$ cat src/rtl/fetch_stage.sv
`ifndef WORD_SIZE
`define WORD_SIZE 32
`endif
// Instruction fetch stage: one outstanding imem read at a time, small {instr, pc} buffer
// toward decode, and flush/restart on redirects from later stages.
module fetch_stage #(
  parameter logic [`WORD_SIZE-1:0] RESET_PC   = `WORD_SIZE'('h200),
  parameter int unsigned           FIFO_DEPTH = 2,
  parameter logic [`WORD_SIZE-1:0] NOP_INSTR  = `WORD_SIZE'('h00000013)
) (
  input  logic                  clk,
  input  logic                  reset,
  output logic                  imem_req_valid,
  output logic [`WORD_SIZE-1:0] imem_req_addr,
  input  logic                  imem_req_ready,
  input  logic                  imem_resp_valid,
  input  logic [`WORD_SIZE-1:0] imem_resp_data,
  input  logic                  redirect_valid,
  input  logic [`WORD_SIZE-1:0] redirect_pc,
  output logic                  instr_valid,
  output logic [`WORD_SIZE-1:0] instr,
  output logic [`WORD_SIZE-1:0] pc,
  input  logic                  dec_ready
);

  localparam int unsigned W    = `WORD_SIZE;
  localparam int unsigned PtrW = $clog2(FIFO_DEPTH);
  localparam int unsigned CntW = PtrW + 1;

  typedef enum logic [1:0] {StReq, StWait, StDrain} state_e;

  state_e          state_q, state_d;
  logic [W-1:0]    fetch_pc_q, fetch_pc_d;
  logic [W-1:0]    req_pc_q;
  logic [W-1:0]    last_pc_q;
  logic [W-1:0]    fifo_instr_q [FIFO_DEPTH];
  logic [W-1:0]    fifo_pc_q    [FIFO_DEPTH];
  logic [PtrW-1:0] rd_ptr_q, wr_ptr_q;
  logic [CntW-1:0] count_q;

  logic         has_space, fifo_empty, req_fire, push, pop;
  logic [W-1:0] redirect_target;

  always_comb begin
    has_space       = count_q < CntW'(FIFO_DEPTH);
    fifo_empty      = count_q == '0;
    imem_req_valid  = !reset && (state_q == StReq) && has_space;
    imem_req_addr   = fetch_pc_q;
    req_fire        = imem_req_valid && imem_req_ready;
    // A response landing during a redirect belongs to the squashed path.
    push            = (state_q == StWait) && imem_resp_valid && !redirect_valid;
    instr_valid     = !reset && !fifo_empty;
    pop             = instr_valid && dec_ready && !redirect_valid;
    redirect_target = redirect_pc & ~W'(3);
    instr           = instr_valid ? fifo_instr_q[rd_ptr_q] : NOP_INSTR;
    if (reset) begin
      pc = RESET_PC;
    end else if (fifo_empty) begin
      pc = last_pc_q;
    end else begin
      pc = fifo_pc_q[rd_ptr_q];
    end
  end

  always_comb begin
    state_d    = state_q;
    fetch_pc_d = fetch_pc_q;
    if (req_fire) begin
      fetch_pc_d = fetch_pc_q + W'(4);
    end
    if (redirect_valid) begin
      fetch_pc_d = redirect_target;
    end
    case (state_q)
      StReq: begin
        // A request accepted alongside a redirect is stale but still outstanding.
        if (req_fire) begin
          state_d = redirect_valid ? StDrain : StWait;
        end
      end
      StWait: begin
        if (imem_resp_valid) begin
          state_d = StReq;
        end else if (redirect_valid) begin
          state_d = StDrain;
        end
      end
      StDrain: begin
        if (imem_resp_valid) begin
          state_d = StReq;
        end
      end
      default: state_d = StReq;
    endcase
  end

  always_ff @(posedge clk) begin
    if (reset) begin
      state_q    <= StReq;
      fetch_pc_q <= RESET_PC;
      req_pc_q   <= RESET_PC;
      last_pc_q  <= RESET_PC;
      rd_ptr_q   <= '0;
      wr_ptr_q   <= '0;
      count_q    <= '0;
    end else begin
      state_q    <= state_d;
      fetch_pc_q <= fetch_pc_d;
      if (req_fire) begin
        req_pc_q <= fetch_pc_q;
      end
      if (!fifo_empty) begin
        last_pc_q <= fifo_pc_q[rd_ptr_q];
      end
      if (redirect_valid) begin
        rd_ptr_q <= '0;
        wr_ptr_q <= '0;
        count_q  <= '0;
      end else begin
        if (push) begin
          wr_ptr_q <= wr_ptr_q + PtrW'(1);
        end
        if (pop) begin
          rd_ptr_q <= rd_ptr_q + PtrW'(1);
        end
        case ({push, pop})
          2'b10:   count_q <= count_q + CntW'(1);
          2'b01:   count_q <= count_q - CntW'(1);
          default: count_q <= count_q;
        endcase
      end
    end
  end

  always_ff @(posedge clk) begin
    if (push && !reset) begin
      fifo_instr_q[wr_ptr_q] <= imem_resp_data;
      fifo_pc_q[wr_ptr_q]    <= req_pc_q;
    end
  end

endmodule
$ cat config.mk
export PLATFORM = sky130hd
export DESIGN_NAME = fetch_stage
export DESIGN_NICKNAME = d
export VERILOG_FILES = /design/src/rtl/fetch_stage.sv
export SDC_FILE = /design/constraint.sdc
export NUM_CORES = 1
export LEC_CHECK = 0
export ABC_AREA = 1
export CAP_MARGIN = 10
export CORE_MARGIN = 1
export CORE_UTILIZATION = 55
export CTS_BUF_LIST = sky130_fd_sc_hd__clkbuf_8
export CTS_CLUSTER_SIZE = 20
export DETAILED_ROUTE_END_ITERATION = 10
export GPL_ROUTABILITY_DRIVEN = 0
export PLACE_DENSITY = 0.83
export SLEW_MARGIN = 20
export SYNTH_ARGS = -nofsm -noshare
export SYNTH_HDL_FRONTEND = slang
export SYNTH_SLANG_ARGS = --single-unit
$ cat constraint.sdc
create_clock -name clk -period 17.8 [get_ports clk]
set_input_delay 5.34 -clock clk [delete_from_list [all_inputs] [get_ports clk]]
set_output_delay 5.34 -clock clk [all_outputs]
set_load 0.01 [all_outputs]
; After elaboration in Yosys (flattened, before gate mapping)
; Memories as Yosys holds them, arrays and structs flattened. A register that Yosys moved wholly into a read port is not among the register bits.
; Index checks and enable logic that the tools add are counted.
; Widths: inputs -> output; s select.
[totals]
out_inout_bits = 98
inputBits = 70
regBits = 102
word_cells = 59
mem_count = 2
ramBits = 128
[memory_table]
columns = name, depth, width, rd, rd_ports_with_merged_regs, write_ports, line
row1 = fifo_instr_q, 2, 32, 1, 1, 1, 36  ; logic [W-1:0] fifo_instr_q [FIFO_DEPTH];
row2 = fifo_pc_q, 2, 32, 1, 1, 1, 37  ; logic [W-1:0] fifo_pc_q [FIFO_DEPTH];
[classes]
n_eq_ne = 7
muxes = 18
reduce_logical = 18
magnitude_cmp = 1
n_addsub = 5
[ops]
columns = operator, count
row1 = $mux 32, 5
row2 = $add 32x3->32 const B, 1
row3 = $mux 2, 5
row4 = $logic_and 1x1->1, 9
row5 = $mux 1, 6
row6 = $pmux 2 s3, 1
row7 = $eq 2x1->1 const B, 2
row8 = $eq 2x2->1 const B, 2
row9 = $logic_not 2->1, 2
row10 = $ne 2x2->1 const B, 2
row11 = $pmux 2 s2, 1
row12 = $reduce_bool 2->1, 2
row13 = $logic_not 1->1, 3
row14 = $ne 3x3->1 const B, 1
row15 = $reduce_and 3->1, 1
row16 = $add 1x1->1 const B, 2
row17 = $add 2x1->2 const B, 1
row18 = $lt 2x2->1 const B, 1
row19 = $reduce_or 2->1, 1
row20 = $sub 2x1->2 const B, 1

; Longest topological paths before layout
[logic_depth]
depth_word = 7
ltp_mapped = 10
depth_no_buf = 10

; Least setup slack after synthesis
; Ideal clock, no wire load.
[synth_path]
kind = in2out
from = input port reset
to = output port pc[21]
setup_slack_ns = 6.125
t_required_ns = 12.460
n_path_buf = 3
arrival_time_ns = 6.335
stages = 6
cell_sequence = buf_4 nor2_4 inv_1 buf_2 buf_2 o21ai_0
[synth_via]
elab_chain_cells = 1
[synth_lines]
columns = element, line
row1 = from (decl), 12  ; input logic reset,
row2 = $mux 32, --
row3 = to (decl), 22  ; output logic [`WORD_SIZE-1:0] pc,
; No other way between the ends.

; Worst setup path in the final report
[layout_path]
from = input port reset
to = output port pc[6]
; The elaborated chain is that of the path after synthesis.

==> run summary <==
Status = completed
Vias = 7025
Number of synthesized register bits = 223
Clock-pin slew of the registers on the worst-case setup and hold paths = 0.06 ns
DRT antenna net count = 0
Max-Cap Viols = 0
Final Skew = 0.0136 ns
Worst setup path class = input port to primary output
Critical path data required time = 12.46 ns
Final worst slack = 4.04 ns
Dpl cells = 1293
Static Leakage = 4.43 nW
Ys Warns = 0
Syn_area_per_cell = 9.56 µm²
Initial Util = 0.568
Clk Latency, worst-skew pair = 0.51 ns
Commonest non-fill, non-tap cells in the layout = nand2_1, clkdlybuf4s50_1, edfxtp_1
Slew Limit Fails = 0
Die Span Y = 131 µm
Cell variety after synth = 32
First-pass detailed-route iteration total = 5
Multi-input logic area = 0.00283 mm²
Leading cell type in the layout, fill and taps excluded = nand2_1
Initial antenna violation count = 0
Post-layout instance area = 0.0115 mm²
Die W = 131 µm
Synth top area cells = edfxtp_1, dfxtp_1, nand2_1
Number of port buffers = 163
Critical path endpoint category = primary output
CTS tree = done
Slew HR = 0.278
Clock sinks = 223
Rows = 46
Deepest clock path buffer count = 3
Htree depth = 2
Setup violations, final = 0
Final worst path period need = 13.76 ns
Worst r2r src = count_q[1]
Register area = 0.00571 mm²
Seq/Total Area, Yosys = 0.628
Area post-placement = 0.0108 mm²
CTS Buf Count = 35
Critical Path AT = 8.42 ns
Share of layout cells above drive strength 1 = 0.0605
Utilization after layout = 0.721
Synth area leader = edfxtp_1
Finished Layout Cells = 1356
Area Overhead vs Synth = 26.9%
First-pass GRT wire length = 31500 µm
Maximum fanout along the worst path = 42
Final wirelength = 20300 µm
Detailed placer's ending HPWL = 13600 µm
Post-Syn Area = 0.00908 mm²
CTS-repair resized insts = 0
Reg-to-reg critical path endpoint = imem_req_addr[12]
Root Buffer = clkbuf_8
Antenna Cells = 0
Fillers = 1169
Area of the core = 0.0160 mm²
Post-CTS Hold Buffers = 0
Number of global-route vias before repair = 6626
Hold Path End = last_pc_q[0]
Top-area cell type share of the netlist area = 0.410
I/O pin cnt = 168
Worst-margin pin slew = 1.08 ns
VDD IR max = 41.7 µV
Flop2flop setup slack = 14.80 ns
Period utilization = 0.773
CP Launch Type = input port
Hold Startpoint = last_pc_q[0]
Sum of negative setup slack = 0 ns
GRT Residual Overflow = 0
DRC Markers = 0
Synth Instances = 950
Total GRT Usage = 0.238
DP Worst Slack = 4.01 ns
Hold Path Cell Cnt = 2
Routed wire per std cell = 15.0 µm
Nets = 1186
Hold WC Path Type = register to register
Die area = 0.0170 mm²
F_max = 72.7 MHz
Final hold violations = 0
Postcts setup bufs = 0
Vias/cell = 5.18
DRT iter0 DRCs = 476
Largest net degree at the start of global routing = 63
PwrDens = 89.6 mW/mm²
Reg2Reg Depth = 7
RSZ-0062 raised after global routing = no
==> how the worst max path moves through the flow <==
stage | end | startpoint | slack [ns]
finish | pc[6] | reset | 4.04
global route | pc[14] | reset | 3.81
CTS | pc[6] | reset | 3.99
detailed placement | pc[6] | reset | 4.01
global placement | pc[27] | reset | 4.06
floorplan | pc[21] | reset | 6.13
==> logic make-up after synthesis <==
group,synth area share
AND/OR/NAND/NOR,0.187
flip-flops,0.628
AO/OA/AOI/OAI,0.0781
buffers and inverters,0.0616
multiplexers,0.0320
XOR/XNOR,0.0106
adder cells (fa/ha/maj),0.00275
other,0.000413
==> critical path: stages <==
cell and delay, ns:
clkdlybuf4s50_1 0.41, buf_4 0.28, nor2_4 0.71, inv_1 0.61, o21ai_0 0.44, clkdlybuf4s50_1 0.60
==> cell usage after synthesis, drive strengths merged <==
cell type  instances
o211ai             2
edfxtp           124
nand4              2
conb               1
nand3             67
o21ai             72
mux2i             29
nor3               6
or2                1
ha                 2
buf               26
xor2              10
and2               1
clkbuf            18
clkinv             1
o221ai             1
xnor2              1
dfxtp             99
a211oi             1
inv               93
a31oi              6
nand2            271
a21oi             56
nor2              60
==> metal layers <==
layer,routed length (µm),GRT usage,share of wire,vias to the layer above
li1,-,-,-,3470
met2,9510,0.394,0.47,291
met5,0,0,0,-
met1,8580,0.301,0.42,3219
met3,1800,0.0635,0.088,45
met4,439,0.0879,0.022,0
==> final cells by class <==
class,instances,share of cell area
Inverter,94,0.0306
Sequential cell,223,0.495
Tap cell,216,0.0234
Timing Repair Buffer,170,0.146
Multi-Input combinational cell,590,0.246
Clock buffer,44,0.0525
Clock inverter,19,0.00651
==> per-stage QoR <==
step	total power, mW	hold WS [ns]
5_1_grt	1.07	0.462
6_report	1.03	0.450
3_5_place_dp	0.636	0.436
3_3_place_gp	0.634	0.430
4_1_cts	1.04	0.450
2_1_floorplan	0.601	0.420
==> power breakdown <==
| part | leakage (nW) | total, mW | internal, mW | switching [mW] |
|---|---|---|---|---|
| registers | 1.95 | 0.564 | 0.553 | 0.0110 |
| logic | 2.07 | 0.0621 | 0.0307 | 0.0314 |
| clock network | 0.406 | 0.407 | 0.222 | 0.185 |
==> registers in the layout (all words and copies together) (netlist names), 2 cells and up, named ones only <==
signal,count
last_pc_q,32
imem_req_addr,30
fifo_instr_q,64
count_q,2
fifo_pc_q,60
state_q,2
req_pc_q,30
Power figures use the tool's default switching activity.
